[config.mk]
export PLATFORM = sky130hd
export DESIGN_NAME = funprof_tracker
export DESIGN_NICKNAME = d
export VERILOG_FILES = /design/src/rtl/funprof_tracker.sv
export SDC_FILE = /design/constraint.sdc
export NUM_CORES = 2
export LEC_CHECK = 0
export CAP_MARGIN = 30
export CORE_ASPECT_RATIO = 1.5
export CORE_MARGIN = 2
export CORE_UTILIZATION = 45
export DETAILED_ROUTE_END_ITERATION = 8
export GPL_ROUTABILITY_DRIVEN = 1
export SYNTH_ARGS = -nofsm -noshare
export SYNTH_HDL_FRONTEND = slang
export SYNTH_SLANG_ARGS = --single-unit
[constraint.sdc]
create_clock -name clk -period 9.45 [get_ports clk]
set_input_delay 1.89 -clock clk [delete_from_list [all_inputs] [get_ports clk]]
set_output_delay 1.89 -clock clk [all_outputs]
set_load 0.02 [all_outputs]
[src/rtl/funprof_tracker.sv]
// Call/return profiler: decodes MicroBlaze calls/returns, keeps a shadow call
// stack of {call-site pc, entry timestamp} and emits one record per matched return.
module funprof_tracker #(
    parameter int unsigned ADDR_W     = 32,
    parameter int unsigned CNT_W      = 32,
    parameter int unsigned DEPTH      = 16,
    parameter int unsigned FIFO_DEPTH = 4,
    parameter int unsigned REG_FORM   = 0,
    parameter int unsigned RET_ALL    = 0
) (
    input  logic                       clk,
    input  logic                       rst,
    input  logic [0:31]                instr,
    input  logic                       insvalid,
    input  logic [ADDR_W-1:0]          pc,
    input  logic                       enable,
    input  logic                       clr,
    output logic                       rec_valid,
    input  logic                       rec_ready,
    output logic [ADDR_W-1:0]          rec_pc,
    output logic [CNT_W-1:0]           rec_cycles,
    output logic [$clog2(DEPTH)-1:0]   rec_depth,
    output logic                       ovf,
    output logic                       unf,
    output logic                       drop
);

    localparam int unsigned DEP_W = $clog2(DEPTH);
    localparam int unsigned SP_W  = DEP_W + 1;
    localparam int unsigned FP_W  = $clog2(FIFO_DEPTH);
    localparam int unsigned FC_W  = FP_W + 1;

    // Instruction field decode (MSB-first numbering)
    logic [5:0]  opc;
    logic [10:0] op11;
    logic [4:0]  fld_a;
    logic [4:0]  fld_d;
    logic        call_hit;
    logic        ret_hit;
    logic        unused_bits;

    assign opc         = instr[0:5];
    assign op11        = instr[0:10];
    assign fld_d       = instr[6:10];
    assign fld_a       = instr[11:15];
    assign unused_bits = ^instr[16:31];

    always_comb begin
        call_hit = 1'b0;
        ret_hit  = 1'b0;
        if (insvalid && enable) begin
            call_hit = ((opc == 6'b101110) || ((REG_FORM != 0) && (opc == 6'b100110)))
                       && ((fld_a == 5'b11100) || (fld_a == 5'b10100));
            ret_hit  = (op11 == 11'b10110110000)
                       || ((RET_ALL != 0) && (opc == 6'b101101)
                           && ((fld_d == 5'b10001) || (fld_d == 5'b10010) || (fld_d == 5'b10100)));
        end
    end

    // Stage 1: decode results, pc and timestamp
    logic              call_q;
    logic              ret_q;
    logic [ADDR_W-1:0] pc_q;
    logic [CNT_W-1:0]  ts_q;
    logic [CNT_W-1:0]  ts;

    always_ff @(posedge clk) begin
        if (rst || clr) begin
            call_q <= 1'b0;
            ret_q  <= 1'b0;
            pc_q   <= '0;
            ts_q   <= '0;
            ts     <= '0;
        end else begin
            call_q <= call_hit;
            ret_q  <= ret_hit;
            pc_q   <= pc;
            ts_q   <= ts;
            ts     <= ts + CNT_W'(1);
        end
    end

    // Stage 2: shadow stack
    logic [ADDR_W-1:0] stk_pc [DEPTH];
    logic [CNT_W-1:0]  stk_ts [DEPTH];
    logic [SP_W-1:0]   sp;
    logic [CNT_W-1:0]  lost;
    logic              stk_full;
    logic              stk_empty;
    logic              push;
    logic              pop_stk;
    logic [DEP_W-1:0]  top_idx;
    logic [ADDR_W-1:0] wr_pc;
    logic [CNT_W-1:0]  wr_cyc;

    assign stk_full  = (sp == SP_W'(DEPTH));
    assign stk_empty = (sp == '0);
    assign push      = call_q && !stk_full;
    assign pop_stk   = ret_q && (lost == '0) && !stk_empty;
    assign top_idx   = DEP_W'(sp - SP_W'(1));
    assign wr_pc     = stk_pc[top_idx];
    assign wr_cyc    = ts_q - stk_ts[top_idx];

    always_ff @(posedge clk) begin
        if (push) begin
            stk_pc[DEP_W'(sp)] <= pc_q;
            stk_ts[DEP_W'(sp)] <= ts_q;
        end
    end

    // Record FIFO state
    logic [ADDR_W-1:0] f_pc  [FIFO_DEPTH];
    logic [CNT_W-1:0]  f_cyc [FIFO_DEPTH];
    logic [DEP_W-1:0]  f_dep [FIFO_DEPTH];
    logic [FP_W-1:0]   wr_ptr;
    logic [FP_W-1:0]   rd_ptr;
    logic [FC_W-1:0]   cnt;
    logic              f_full;
    logic              f_pop;
    logic              f_wr;
    logic [FP_W-1:0]   rd_next;
    logic [FC_W-1:0]   cnt_next;
    logic [ADDR_W-1:0] head_pc;
    logic [CNT_W-1:0]  head_cyc;
    logic [DEP_W-1:0]  head_dep;

    assign f_full = (cnt == FC_W'(FIFO_DEPTH));
    assign f_pop  = rec_valid && rec_ready;
    assign f_wr   = pop_stk && (!f_full || f_pop);

    always_ff @(posedge clk) begin
        if (rst || clr) begin
            sp   <= '0;
            lost <= '0;
            ovf  <= 1'b0;
            unf  <= 1'b0;
            drop <= 1'b0;
        end else begin
            if (push) begin
                sp <= sp + SP_W'(1);
            end
            if (call_q && stk_full) begin
                ovf <= 1'b1;
                if (lost != {CNT_W{1'b1}}) begin
                    lost <= lost + CNT_W'(1);
                end
            end
            if (ret_q) begin
                if (lost != '0) begin
                    lost <= lost - CNT_W'(1);
                end else if (!stk_empty) begin
                    sp <= sp - SP_W'(1);
                end else begin
                    unf <= 1'b1;
                end
            end
            if (pop_stk && f_full && !f_pop) begin
                drop <= 1'b1;
            end
        end
    end

    // Next head: the freshly written entry when it lands on the new read slot
    always_comb begin
        rd_next  = f_pop ? (rd_ptr + FP_W'(1)) : rd_ptr;
        cnt_next = cnt + FC_W'(f_wr) - FC_W'(f_pop);
        head_pc  = f_pc[rd_next];
        head_cyc = f_cyc[rd_next];
        head_dep = f_dep[rd_next];
        if (f_wr && (wr_ptr == rd_next)) begin
            head_pc  = wr_pc;
            head_cyc = wr_cyc;
            head_dep = top_idx;
        end
    end

    always_ff @(posedge clk) begin
        if (f_wr) begin
            f_pc[wr_ptr]  <= wr_pc;
            f_cyc[wr_ptr] <= wr_cyc;
            f_dep[wr_ptr] <= top_idx;
        end
    end

    always_ff @(posedge clk) begin
        if (rst || clr) begin
            wr_ptr     <= '0;
            rd_ptr     <= '0;
            cnt        <= '0;
            rec_valid  <= 1'b0;
            rec_pc     <= '0;
            rec_cycles <= '0;
            rec_depth  <= '0;
        end else begin
            if (f_wr) begin
                wr_ptr <= wr_ptr + FP_W'(1);
            end
            rd_ptr    <= rd_next;
            cnt       <= cnt_next;
            rec_valid <= (cnt_next != '0);
            if (cnt_next != '0) begin
                rec_pc     <= head_pc;
                rec_cycles <= head_cyc;
                rec_depth  <= head_dep;
            end
        end
    end

endmodule
==> out/metrics.csv <==
stage,metric,value,unit
outcome,status,completed,
critical_path,critical_path.max_fanout,49,
synthesis,seq_area_frac_synth,73.7,%
synthesis,synth_compound_area_share,2.57,%
clocking,cts_max_path_buffers,3,
power,powerDensity,194,nW/µm²
place,dp_hpwl,73000,µm
global_routing,grt_max_degree,172,
synthesis,synth_top_family_by_area,multiplexers,
routing,drc_errors,0,
layout,instances_no_fill,5114,
routing,drt_iter0_drc,2595,
synthesis,avgSynthCellArea,19.0,µm²
timing,hold_viol,0,
timing,worstMarginPinSlew,1.15,ns
global_routing,grt_overflow_total,0,
synthesis,ys.flop_type,edfxtp_1,
critical_path,cp-start-kind,flip-flop,
worst_hold_path,min-delay-start,drop,
layout,area_growth,14.5,%
synthesis,syn_nets,3211,
critical_path,arrival,7.73,ns
clocking,cts_tree,yes,
place,dp_cells,4846,
clocking,post_cts_buffers,0,
layout,antenna_cells,0,
layout,multi_input_area,14900,µm²
layout,fill_cells,10300,
clocking,cts_hold_buffers,0,
synthesis,synth_seq_cells,1510,
synthesis,synth_cell_types,67,
floorplanning,start_util,45.2,%
worst_hold_path,hold_depth,2,
critical_path,reg2reg_depth,16,
timing,max_freq,0.141,GHz
place,gp_congestion,0.835,
global_routing,first_global_vias,31200,
routing,drt_pass1_iterations,5,
layout,nets,3393,
synthesis,syn_inst,3093,
critical_path,worst_setup_path_end_kind,flip-flop,
synthesis,synthMuxAreaShare,14.9,%
floorplanning,io_pins,142,
timing,finalClockSkew,0.0312,ns
layout,drive_gt1_share,20.7,%
critical_path,regToRegSetupSlack,2.35,ns
timing,drv_slew,0,
floorplanning,die_w,299,µm
timing,period_needed,7.10,ns
timing,rsz0062_at_grt,false,
floorplanning,die_height,446,µm
routing,post_drt_wl_per_cell,27.0,µm
power,vdd_ir_drop_max,156,µV
timing,finalCritPeriodShare,75.1,%
routing,num_vias,29600,
layout,regArea,43200,µm²
global_routing,grt.total_usage,21.0,%
floorplanning,rows,162,
clocking,cts_resized,0,
timing,finalSetupTns,0,ns
clocking,clk_pin_slew_worst_paths,0.06,ns
floorplanning,dieArea,133000,µm²
worst_hold_path,worst_hold_path.endpoint,drop,
global_routing,antenna_found_initial,1,
critical_path,required,10.08,ns
critical_path,timing.rr.start,sp[0],
synthesis,synth_enable_flop_cells,1296,
synthesis,async_flop_share,0,%
synthesis,synthAdderAreaFrac,1.05,%
critical_path,reg2reg_to,f_cyc[2][31],
run,max_cap_viol_count,0,
routing,routed_wl,138000,µm
synthesis,synth_area,58600,µm²
clocking,cts.sinks,1510,
clocking,clk_latency,0.77,ns
clocking,cts_buffers,143,
critical_path,crit_type,flip-flop to flip-flop,
global_routing,grt_pass1_wl,204000,µm
clocking,clockRootBuffer,clkbuf_16,
synthesis,ys_warn_count,0,
clocking,cts_max_level,4,
timing,whs,0.477,ns
synthesis,synth_xor_area_share,1.45,%
power,p_leak,22.1,nW
place,portBuffers,124,
routing,detail-route-antenna-nets,0,
floorplanning,core_area,130000,µm²
worst_hold_path,min_path_type,flip-flop to flip-flop,
synthesis,synth-simple-area-share,4.97,%
timing,finalSetupViolations,0,
timing,max_slew_margin,23.1,%
routing,routed_via_density,5.79,
worst max-delay path: stages (launching register included):
cell	delay, ns
dfxtp_4	0.91
inv_1	0.36
ha_4	0.79
buf_4	0.71
mux4_2	0.42
mux4_2	0.47
inv_1	0.11
ha_1	0.19
o21ai_0	0.13
a211oi_1	0.79
o21ai_0	0.20
buf_4	0.20
o211a_1	0.25
or3_1	0.41
and2_1	0.18
o311ai_0	0.53
or2_2	0.24
layer usage:
metal	global-route usage, %	vias to the layer above	part of all wire (%)
li1	-	12700	-
met1	26.9	15700	40
met2	36.8	928	52
met3	3.11	232	5.3
met4	6.98	0	2.8
met5	0	-	0
logic make-up after synthesis:
group / Yosys count
AOI/OAI and AO/OA: 221
xor gates and xnor gates: 97
buffers and inverters: 207
muxes: 390
and+or+nand+nor: 620
DFF: 1510
adders and majority gates: 48
stage by stage:
| step | area [µm²] | utilization, % | setup slack [ns] | total power [W] |
|---|---|---|---|---|
| CTS | 67000 | 51.6 | 2.28 | 0.0132 |
| finish | 67200 | 51.8 | 2.35 | 0.0131 |
| floorplan | 58600 | - | 2.41 | 0.00733 |
| global placement | 62100 | 47.9 | 2.40 | 0.00737 |
| global route | 67200 | 51.8 | 1.93 | 0.0134 |
| detailed placement | 62200 | 48.0 | 2.32 | 0.00738 |
Yosys cell counts (19+ instances only):
cell | instances | area, µm²
nor2_1 | 192 | 721
clkbuf_1 | 111 | 417
dfxtp_1 | 214 | 4280
nor3_1 | 36 | 180
edfxtp_1 | 1296 | 38900
or3_1 | 19 | 119
a311oi_1 | 48 | 420
nand3_1 | 40 | 200
buf_1 | 27 | 101
inv_1 | 55 | 206
a21oi_1 | 42 | 210
nand2_1 | 178 | 668
o21ai_0 | 45 | 225
and2_1 | 75 | 469
ha_1 | 46 | 576
mux4_2 | 388 | 8740
xnor2_1 | 47 | 412
xor2_1 | 50 | 438
a31oi_1 | 25 | 156
worst max path at each step:
stage	slack, ns	startpoint	cells after the start	to
after floorplan	2.41	sp[0]	7	stk_pc[6][0]
after global placement	2.40	sp[0]	16	f_cyc[2][31]
after detailed placement	2.32	sp[0]	16	f_cyc[3][31]
after CTS	2.28	sp[0]	16	f_cyc[2][31]
after global routing	1.93	sp[0]	16	f_cyc[1][31]
final	2.35	sp[0]	16	f_cyc[2][31]
power breakdown:
| part | total (W) | switching (W) | internal, W |
|---|---|---|---|
| clock | 0.00582 | 0.00243 | 0.00339 |
| sequential | 0.00718 | 0.0000217 | 0.00716 |
| combinational | 0.0000509 | 0.0000260 | 0.0000249 |
| total | 0.0131 | 0.00248 | 0.0106 |
layout make-up:
type,count,area share [%]
sequential,1510,64.3
multi-input combinational,1376,22.1
clock buffer,193,5.96
tap,1722,3.21
timing repair buffer,189,2.93
clock inverter,69,1.13
inverter,55,0.307
layout by cell type (no fill, tap or decap), types with 45 or more instances in the layout:
cell type | netlist | routed
nand2_1 | 178 | 178
inv_1 | 55 | 55
a311oi_1 | 48 | 48
clkbuf_16 | 0 | 150
and2_1 | 75 | 75
dfxtp_1 | 214 | 213
nor2_1 | 192 | 179
ha_1 | 46 | 45
edfxtp_1 | 1296 | 1296
xnor2_1 | 47 | 45
clkdlybuf4s50_1 | 0 | 124
mux4_2 | 388 | 388
buf_4 | 0 | 52
xor2_1 | 50 | 48
o21ai_0 | 45 | 45
sequential cells by signal, indices dropped and copies added (netlist names), 2 cells and up:
signal      cells
sp              5
stk_ts        512
ts             32
rec_pc         32
wr_ptr          2
stk_pc        512
rd_ptr          2
f_pc          128
rec_depth       4
f_dep          16
pc_q           32
cnt             3
rec_cycles     32
ts_q           32
lost           32
f_cyc         128
Power figures use the tool's default switching activity.
